--- src/rtl/fpadd_sched_pkg.sv ---
// fpadd_sched_pkg: shared types and constants for the fpadder scheduler.
// Contents: sched_state_t FSM states, FP_W operand width, FP_NAN error/NaN pattern.
package fpadd_sched_pkg;
  localparam int FP_W = 32;
  localparam logic [FP_W-1:0] FP_NAN = 32'hFFFFFFFF;
  typedef enum logic [2:0] {IDLE, SYNC, OPA, OPB, WAIT, RESP} sched_state_t;
endpackage

--- src/rtl/rr_arbiter.sv ---
// rr_arbiter: round-robin arbiter whose search starts one past the last grant.
// Ports: clock, reset (sync, active-high); req requests; advance commits a grant
// and moves the pointer; grant one-hot winner; grant_id binary winner.
module rr_arbiter #(
  parameter int NREQ = 2
) (
  input  logic                    clock,
  input  logic                    reset,
  input  logic [NREQ-1:0]         req,
  input  logic                    advance,
  output logic [NREQ-1:0]         grant,
  output logic [$clog2(NREQ)-1:0] grant_id
);
  localparam int IW = $clog2(NREQ);
  logic [IW-1:0] ptr;
  // Scan farthest-to-nearest so the requester closest after ptr is assigned last and wins.
  always_comb begin
    grant = '0;
    grant_id = '0;
    for (int k = NREQ; k >= 1; k--) begin
      automatic logic [IW-1:0] j;
      j = IW'((int'(ptr) + k) % NREQ);
      if (req[j]) begin
        grant = '0;
        grant[j] = 1'b1;
        grant_id = j;
      end
    end
  end
  // Pointer starts at NREQ-1 so requester 0 wins first after reset.
  always_ff @(posedge clock)
    if (reset) ptr <= IW'(NREQ - 1);
    else if (advance && |req) ptr <= grant_id;
endmodule

--- src/rtl/fpadd_scheduler.sv ---
// fpadd_scheduler: shares one free-running fpadder between NREQ requesters.
// Ports: clock, reset (sync, active-high); req_valid/req_ready/req_opa/req_opb
// per-requester operand handshake; rsp_valid/rsp_ready/rsp_id/rsp_sum result
// handshake; add_a/add_ready/add_sum/add_nreset connect to the fpadder.
// Build macro FPADD_SCHED_TIMEOUT_EN adds a SYNC/WAIT watchdog and rsp_err.
module fpadd_scheduler
  import fpadd_sched_pkg::*;
#(
  parameter int NREQ = 2,
  parameter int TIMEOUT = 64
) (
  input  logic                      clock,
  input  logic                      reset,
  input  logic [NREQ-1:0]           req_valid,
  output logic [NREQ-1:0]           req_ready,
  input  logic [NREQ-1:0][FP_W-1:0] req_opa,
  input  logic [NREQ-1:0][FP_W-1:0] req_opb,
  output logic                      rsp_valid,
  input  logic                      rsp_ready,
  output logic [$clog2(NREQ)-1:0]   rsp_id,
  output logic [FP_W-1:0]           rsp_sum,
`ifdef FPADD_SCHED_TIMEOUT_EN
  output logic                      rsp_err,
`endif
  output logic [FP_W-1:0]           add_a,
  input  logic                      add_ready,
  input  logic [FP_W-1:0]           add_sum,
  output logic                      add_nreset
);
  localparam int IW = $clog2(NREQ);
  sched_state_t state, nextState;
  logic [FP_W-1:0] opaQ, opbQ, sumQ;
  logic [IW-1:0] idQ, grantId;
  logic [NREQ-1:0] grant;
  logic idle, fire, nresQ;
  assign idle = state == IDLE && !reset;
  rr_arbiter #(.NREQ(NREQ)) arb (
    .clock(clock),
    .reset(reset),
    .req(req_valid),
    .advance(idle),
    .grant(grant),
    .grant_id(grantId)
  );
  assign req_ready = idle ? grant : '0;
  assign rsp_valid = state == RESP;
  assign rsp_sum = sumQ;
  assign rsp_id = idQ;
  assign add_a = state == OPA ? opaQ : state == OPB ? opbQ : '0;
  // Held low combinationally during reset, then for one registered cycle after it or a watchdog fire.
  assign add_nreset = nresQ && !reset;
`ifdef FPADD_SCHED_TIMEOUT_EN
  logic [$clog2(TIMEOUT + 1)-1:0] wdCnt;
  logic errQ;
  // A ready pulse arriving on the limit cycle still wins over the timeout.
  assign fire = (state == SYNC || state == WAIT) && !add_ready && wdCnt == ($bits(wdCnt))'(TIMEOUT - 1);
  assign rsp_err = errQ;
  always_ff @(posedge clock)
    if (reset) begin
      wdCnt <= '0;
      errQ <= 1'b0;
    end else begin
      wdCnt <= (state == SYNC || state == WAIT) ? wdCnt + 1'b1 : '0;
      errQ <= fire ? 1'b1 : (state == RESP && rsp_ready) ? 1'b0 : errQ;
    end
`else
  // Without the watchdog TIMEOUT is inert; this compare is constant false for legal values.
  assign fire = TIMEOUT < 0;
`endif
  always_ff @(posedge clock)
    if (reset) begin
      state <= IDLE;
      opaQ <= '0;
      opbQ <= '0;
      idQ <= '0;
      sumQ <= '0;
      nresQ <= 1'b0;
    end else begin
      state <= nextState;
      nresQ <= !fire;
      if (idle && |req_valid) begin
        opaQ <= req_opa[grantId];
        opbQ <= req_opb[grantId];
        idQ <= grantId;
      end
      if (fire) sumQ <= FP_NAN;
      else if (state == WAIT && add_ready) sumQ <= add_sum;
    end
  always_comb begin
    nextState = state;
    unique case (state)
      IDLE: if (|req_valid) nextState = add_ready ? OPA : SYNC;
      SYNC: if (add_ready) nextState = OPA;
      OPA: nextState = OPB;
      OPB: nextState = WAIT;
      WAIT: if (add_ready) nextState = RESP;
      RESP: if (rsp_ready) nextState = IDLE;
      default: nextState = IDLE;
    endcase
    if (fire) nextState = RESP;
  end
endmodule
--- config.mk ---
export PLATFORM = sky130hd
export DESIGN_NAME = fpadd_scheduler
export DESIGN_NICKNAME = d
export VERILOG_FILES = /design/src/rtl/fpadd_sched_pkg.sv /design/src/rtl/rr_arbiter.sv /design/src/rtl/fpadd_scheduler.sv
export SDC_FILE = /design/constraint.sdc
export NUM_CORES = 1
export LEC_CHECK = 0
export CORE_UTILIZATION = 44
export DETAILED_ROUTE_END_ITERATION = 8
export PLACE_DENSITY = 0.92
export SLEW_MARGIN = 20
export SYNTH_ARGS = -nofsm -noshare
export SYNTH_HDL_FRONTEND = slang
export SYNTH_HIERARCHICAL = 1
export SYNTH_SLANG_ARGS = --single-unit
--- constraint.sdc ---
create_clock -name clock -period 2.75 [get_ports clock]
set_clock_uncertainty 0.05 [all_clocks]
set_input_delay 0.55 -clock clock [delete_from_list [all_inputs] [get_ports clock]]
set_output_delay 0.55 -clock clock [all_outputs]
set_load 0.005 [all_outputs]
==> results.sh, run 1 <==
export IMPL_grt_max_degree=101
export IMPL_io_pins=235
export IMPL_fp_dieH_um=106
export IMPL_grt_antenna_before_repair=0
export IMPL_yosys_area_share_simple=0.0836
export IMPL_holdCritPathClass="reg2reg"
export IMPL_grt_busiest_layer="met2"
export IMPL_worstSetupStartpointType="input port"
export IMPL_synthXorXnorAreaFrac=0
export IMPL_wl_um=14700
export IMPL_numCtsBuffers=9
export IMPL_track_usage=0.257
export IMPL_cts_sinks=102
export IMPL_die_width_um=106
export IMPL_ir_drop_mv=0.305
export IMPL_dp_hpwl_um=10700
export IMPL_firstDrtPassIters=4
export IMPL_yosysWarnings=6
export IMPL_start_util=0.455
export IMPL_holdPathStages=2
export IMPL_grt_pass1_wl_um=23000
export IMPL_hold_end="rsp_sum[15]"
export IMPL_grt_use_met1=0.278
export IMPL_final_common_cell="clkdlybuf4s50_1"
export IMPL_hold_viol=0
export IMPL_pre_cts_slack_ns=0.134
export IMPL_synth_compound_area_frac=0.281
export IMPL_critPathRequiredTime_ns=2.15
export IMPL_end_kind="output pin"
export IMPL_clockBufferDepth=2
export IMPL_cts_tree="done"
export IMPL_hp_start="rsp_sum[15]"
export IMPL_rr_worst_depth=5
export IMPL_worst_slack_ns=0.145
export IMPL_worstPathArrival_ns=2.00
export IMPL_yosys_top_cells_area="dfxtp_1 43%, mux2i_1 14%, a21oi_1 10%, a211oi_1 10%, a22o_1 5.9%"
export IMPL_wire_per_inst_um=17.1
export IMPL_cts_root_buf="clkbuf_8"
export IMPL_num_vias=4779
export IMPL_grt_pass1_vias=4807
export IMPL_post_cts_buffers=0
export IMPL_yosysTopAreaCell="dfxtp_1"
export IMPL_rows=37
export IMPL_drive_above_1_share=0.0526
export IMPL_dieArea_mm2=0.0111
export IMPL_first_iter_violations=190
export IMPL_clk_pin_slew_worst_paths_ns=0.10
export IMPL_power_density_mw_per_mm2=482
export IMPL_finalMaxSlewViolations=0
export IMPL_synth_cells=519
export IMPL_ant_nets=0
export IMPL_synthAdderAreaFrac=0
export IMPL_syn_area_per_cell_um2=9.08
export IMPL_rsz0062_at_grt="false"
export IMPL_antenna_cells=0
export IMPL_critical_path_class="in2out"
export IMPL_max_freq_ghz=0.384
export IMPL_met3_usage=0.0427
export IMPL_worst_pin_slew_ns=1.01
export IMPL_maxCapViolations=0
export IMPL_via_per_inst=5.57
export IMPL_finalSetupViolCount=0
export IMPL_layout_common_cells="233 x clkdlybuf4s50_1, 101 x dfxtp_1, 98 x a21oi_1"
export IMPL_cts_hold_buf=0
export IMPL_ys_seq_area_frac=0.433
export IMPL_ys_ff_latch=102
export IMPL_final_area_mm2=0.00731
export IMPL_power_leakage_nw=2.56
export IMPL_place_gp_congestion=0.822
export IMPL_r2r_end="opaQ[31]"
export IMPL_io_buffers=234
export IMPL_slew_headroom=0.324
export IMPL_htree_levels=3
export IMPL_rrSetupSlack_ns=0.64
export IMPL_synth_top_cell_area_share=0.433
export IMPL_r2r_start="state[0]"
export IMPL_fill_cells=781
export IMPL_area_delta_synth_final_pct=55.1
export IMPL_synth_cell_type_count=31
export IMPL_setup_tns_final_ns=0
export IMPL_period_needed_ns=2.60
export IMPL_status="finished clean"
export IMPL_place_area_mm2=0.00709
export IMPL_grt_ovfl_total=0
export IMPL_insertion_delay_ns=0.35
export IMPL_core_mm2=0.0104
export IMPL_finalCritPeriodShare=0.947
export IMPL_yosys_mux_area_fraction=0.142
export IMPL_gr_usage_met2=0.485
export IMPL_synth_nets=685
export IMPL_crit_fanout=5
export IMPL_netlist_area_mm2=0.00471
export IMPL_synth_top_family_by_area="compound AO/OA/AOI/OAI gates"
export IMPL_drc=0
export IMPL_final_nets=884
[cell usage after synthesis (all sizes together)]
library cell / number
nand4bb: 1
a221oi: 1
nand3b: 1
a211oi: 64
or2: 1
nand3: 1
and3: 2
and4bb: 1
and2: 4
dfxtp: 102
buf: 32
o21ai: 3
or4: 1
nor3b: 1
nor4: 1
nor2: 4
o21bai: 1
a22o: 32
clkbuf: 26
nor2b: 1
o21a: 1
mux2i: 67
a21o: 1
nand2: 67
a21oi: 98
a21boi: 2
inv: 3
[power breakdown]
group	leakage [nW]	total (W)	internal (W)	switching (W)
clock	0.113	0.00103	0.000536	0.000494
sequential	0.835	0.00166	0.00159	0.0000708
combinational	1.62	0.000828	0.000464	0.000364
[stage by stage]
step                utilization  hold WS, ns  cells  total power (W)
floorplan                     -        0.395    519          0.00211
CTS                       0.705        0.411    858          0.00355
finish                    0.705        0.409    858          0.00352
detailed placement        0.683        0.397    843          0.00252
global placement          0.683        0.388    843          0.00249
global route              0.705        0.433    858          0.00369
[state kept, by name (all words and copies together) (netlist names)]
register,count
opbQ,32
rsp_sum,32
opaQ,32
nresQ,1
state,3
arb/ptr,1
rsp_id,1
[logic make-up (layout without fill, tap and decap cells)]
family                 after synthesis  count (layout)
buffers and inverters               61             264
AO/OA/AOI/OAI                      203             203
multiplexers                        67              67
AND/OR/NAND/NOR                     86              86
flip-flops                         102             102
[worst max-delay path, cell delays in order]
cell and delay [ns]:
clkdlybuf4s50_1 0.53, a21boi_4 0.23, and2_1 0.17, clkdlybuf4s50_1 0.52
[cell type report]
class | count | area [um2] | area share
well taps | 136 | 170 | 0.0233
multi-input cells | 356 | 2410 | 0.329
flip-flops and latches | 102 | 2040 | 0.279
clock buffers | 10 | 138 | 0.0188
clock inverters | 5 | 82.6 | 0.0113
inverters | 3 | 11.3 | 0.00154
repair buffers | 246 | 2460 | 0.336
[worst max path at each step]
stage              endpoint  slack, ns    startpoint
6_report       req_ready[1]       0.15  req_valid[1]
3_5_place_dp   req_ready[1]       0.13  req_valid[1]
2_1_floorplan     add_a[21]       0.85      state[1]
3_3_place_gp   req_ready[0]       0.19  req_valid[0]
5_1_grt           add_a[20]       0.06      state[2]
4_1_cts           add_a[20]       0.04      state[2]
[per-layer routing]
layer / wire [um] / up-vias / part of all wire
li1: - / 2290 / -
met4: 479 / 0 / 0.033
met3: 796 / 35 / 0.054
met1: 5600 / 2285 / 0.38
met5: 0 / - / 0
met2: 7800 / 169 / 0.53
[repair_timing]
action                                 CTS  global route
setup endpoints to repair                5            32
endpoints found under the hold margin    0             0
gates resized for setup                  1             1
pin swaps                                0             0
(Power assumes the default switching activity.)
==> run 2, diff against run 1 <==
--- a/config.mk
+++ b/config.mk
@@ -5,6 +5,7 @@
 export SDC_FILE = /design/constraint.sdc
 export NUM_CORES = 1
 export LEC_CHECK = 0
+export CORE_ASPECT_RATIO = 1.4
 export CORE_UTILIZATION = 44
 export DETAILED_ROUTE_END_ITERATION = 8
 export PLACE_DENSITY = 0.92
==> run 2 against run 1 <==
Combinational power about the same. First-iteration DRC count fell by 2.6%. Worst hold slack lost 0.0077 ns. Clock power grew 32%. Via count fell by 0.77%. Core utilization is 1.0 points higher. Sequential cell count is the same. Largest cell class unchanged.
==> results.sh, run 2 (synthesis gave the netlist of run 1 again) <==
export IMPL_power_density_mw_per_mm2=519
export IMPL_dp_hpwl_um=10400
export IMPL_die_width_um=89.5
export IMPL_slew_headroom=0.533
export IMPL_fill_cells=741
export IMPL_final_cells=863
export IMPL_period_needed_ns=2.62
export IMPL_worst_slack_ns=0.130
export IMPL_end_kind="output pin"
export IMPL_status="finished clean"
export IMPL_first_iter_violations=185
export IMPL_io_buffers=234
export IMPL_numCtsBuffers=9
export IMPL_dieArea_mm2=0.0111
export IMPL_dp_cells=847
export IMPL_num_vias=4742
export IMPL_grt_pass1_vias=4797
export IMPL_post_cts_buffers=0
export IMPL_final_common_cell="clkdlybuf4s50_1"
export IMPL_fp_dieH_um=124
export IMPL_insertion_delay_ns=0.33
export IMPL_grt_ovfl_total=0
export IMPL_p_clk_frac=0.352
export IMPL_setup_tns_final_ns=0
export IMPL_drc=0
export IMPL_antenna_cells=0
export IMPL_worstPathArrival_ns=2.02
export IMPL_via_per_inst=5.49
export IMPL_drive_above_1_share=0.0566
export IMPL_power_frac_seq=0.432
export IMPL_wl_um=14600
export IMPL_start_util=0.453
export IMPL_layout_common_cells="233 x clkdlybuf4s50_1, 100 x dfxtp_1, 98 x a21oi_1"
export IMPL_grt_antenna_before_repair=0
export IMPL_finalMaxSlewViolations=0
export IMPL_clk_pin_slew_worst_paths_ns=0.06
export IMPL_grt_pass1_wl_um=22200
export IMPL_maxCapViolations=0
export IMPL_power_switching_w=0.000977
export IMPL_firstDrtPassIters=4
export IMPL_ant_nets=0
export IMPL_finalSetupViolCount=0
export IMPL_clockBufferDepth=2
export IMPL_io_pins=235
export IMPL_multi_input_area_mm2=0.00241
export IMPL_power_leakage_nw=2.62
export IMPL_core_mm2=0.0104
export IMPL_grt_max_degree=71
export IMPL_crit_fanout=17
export IMPL_switching_share=0.253
export IMPL_rows=44
export IMPL_place_gp_congestion=0.740
export IMPL_place_area_mm2=0.00712
export IMPL_max_freq_ghz=0.382
export IMPL_track_usage=0.255
export IMPL_p_int_w=0.00289
export IMPL_wire_per_inst_um=16.9
export IMPL_pre_cts_slack_ns=0.171
export IMPL_final_nets=886
export IMPL_critical_path_class="reg2out"
export IMPL_worst_pin_slew_ns=0.701
export IMPL_ir_drop_mv=0.357
export IMPL_worstSetupStartpointType="flop"
export IMPL_regArea_mm2=0.00204
export IMPL_cts_root_buf="clkbuf_16"
export IMPL_holdCritPathClass="reg2reg"
export IMPL_cts_sinks=102
export IMPL_hold_viol=0
export IMPL_critPathRequiredTime_ns=2.15
export IMPL_area_delta_synth_final_pct=57.9
export IMPL_htree_levels=3
export IMPL_cts_tree="done"
export IMPL_pwr_share_comb=0.215
export IMPL_rsz0062_at_grt="false"
export IMPL_fin_util=0.715
export IMPL_finalCritPeriodShare=0.953
export IMPL_final_area_mm2=0.00744
run 2: cell count changes in the layout (fill, tap and decap cells not counted):
cell	before	now
clkbuf_16	0	9
clkinv_4	1	0
clkinvlp_4	0	1
clkbuf_8	10	1
dfxtp_2	1	2
clkbuf_1	0	1
dfxtp_1	101	100
buf_4	10	12
buf_6	1	0
buf_12	2	3
run 2: final cells by class:
cell class | instances | area share
multi-input combinational | 356 | 0.324
clock inverter | 5 | 0.0109
tap | 138 | 0.0232
sequential | 102 | 0.275
inverter | 3 | 0.00151
timing repair buffer | 248 | 0.334
clock buffer | 11 | 0.0326
run 2: critical path, cell delays in order, from the launching register on:
cell and delay, ns:
dfxtp_1 0.45, nor3b_4 0.25, buf_4 0.28, a22o_1 0.18, clkdlybuf4s50_1 0.53
run 2: timing repair:
action	CTS	global route
hold buffers	0	0
gates resized for setup	0	2
endpoints found under the setup margin	0	6
run 2: power groups by stage:
stage,Clock (W),Sequential [W],Combinational (W)
final,0.00136,0.00167,0.000831
after CTS,0.00138,0.00167,0.000835
after detailed placement,0,0.00170,0.000831
after global placement,0,0.00169,0.000799
after global routing,0.00145,0.00168,0.000895
after floorplan,0,0.00167,0.000432
run 2: metal layers:
layer	vias to the layer above	part of all wire	track usage
met5	-	0	0
met1	2194	0.38	0.260
met4	0	0.028	0.112
li1	2304	-	-
met2	212	0.54	0.490
met3	32	0.053	0.0358
run 2: metrics by stage:
step	power, W	hold slack, ns
after global routing	0.00403	0.433
after floorplan	0.00211	0.395
final	0.00386	0.401
after detailed placement	0.00253	0.394
after global placement	0.00249	0.386
after CTS	0.00388	0.403
run 2: worst paths after layout:
path                  from         to  slack [ns]  cells past startpoint
setup reg to reg  state[2]    opaQ[4]        0.61                      5
setup / recovery  state[1]  add_a[19]        0.13                      4
hold reg to reg     rsp_id     rsp_id        0.40                      2
hold / removal      rsp_id     rsp_id        0.40                      2
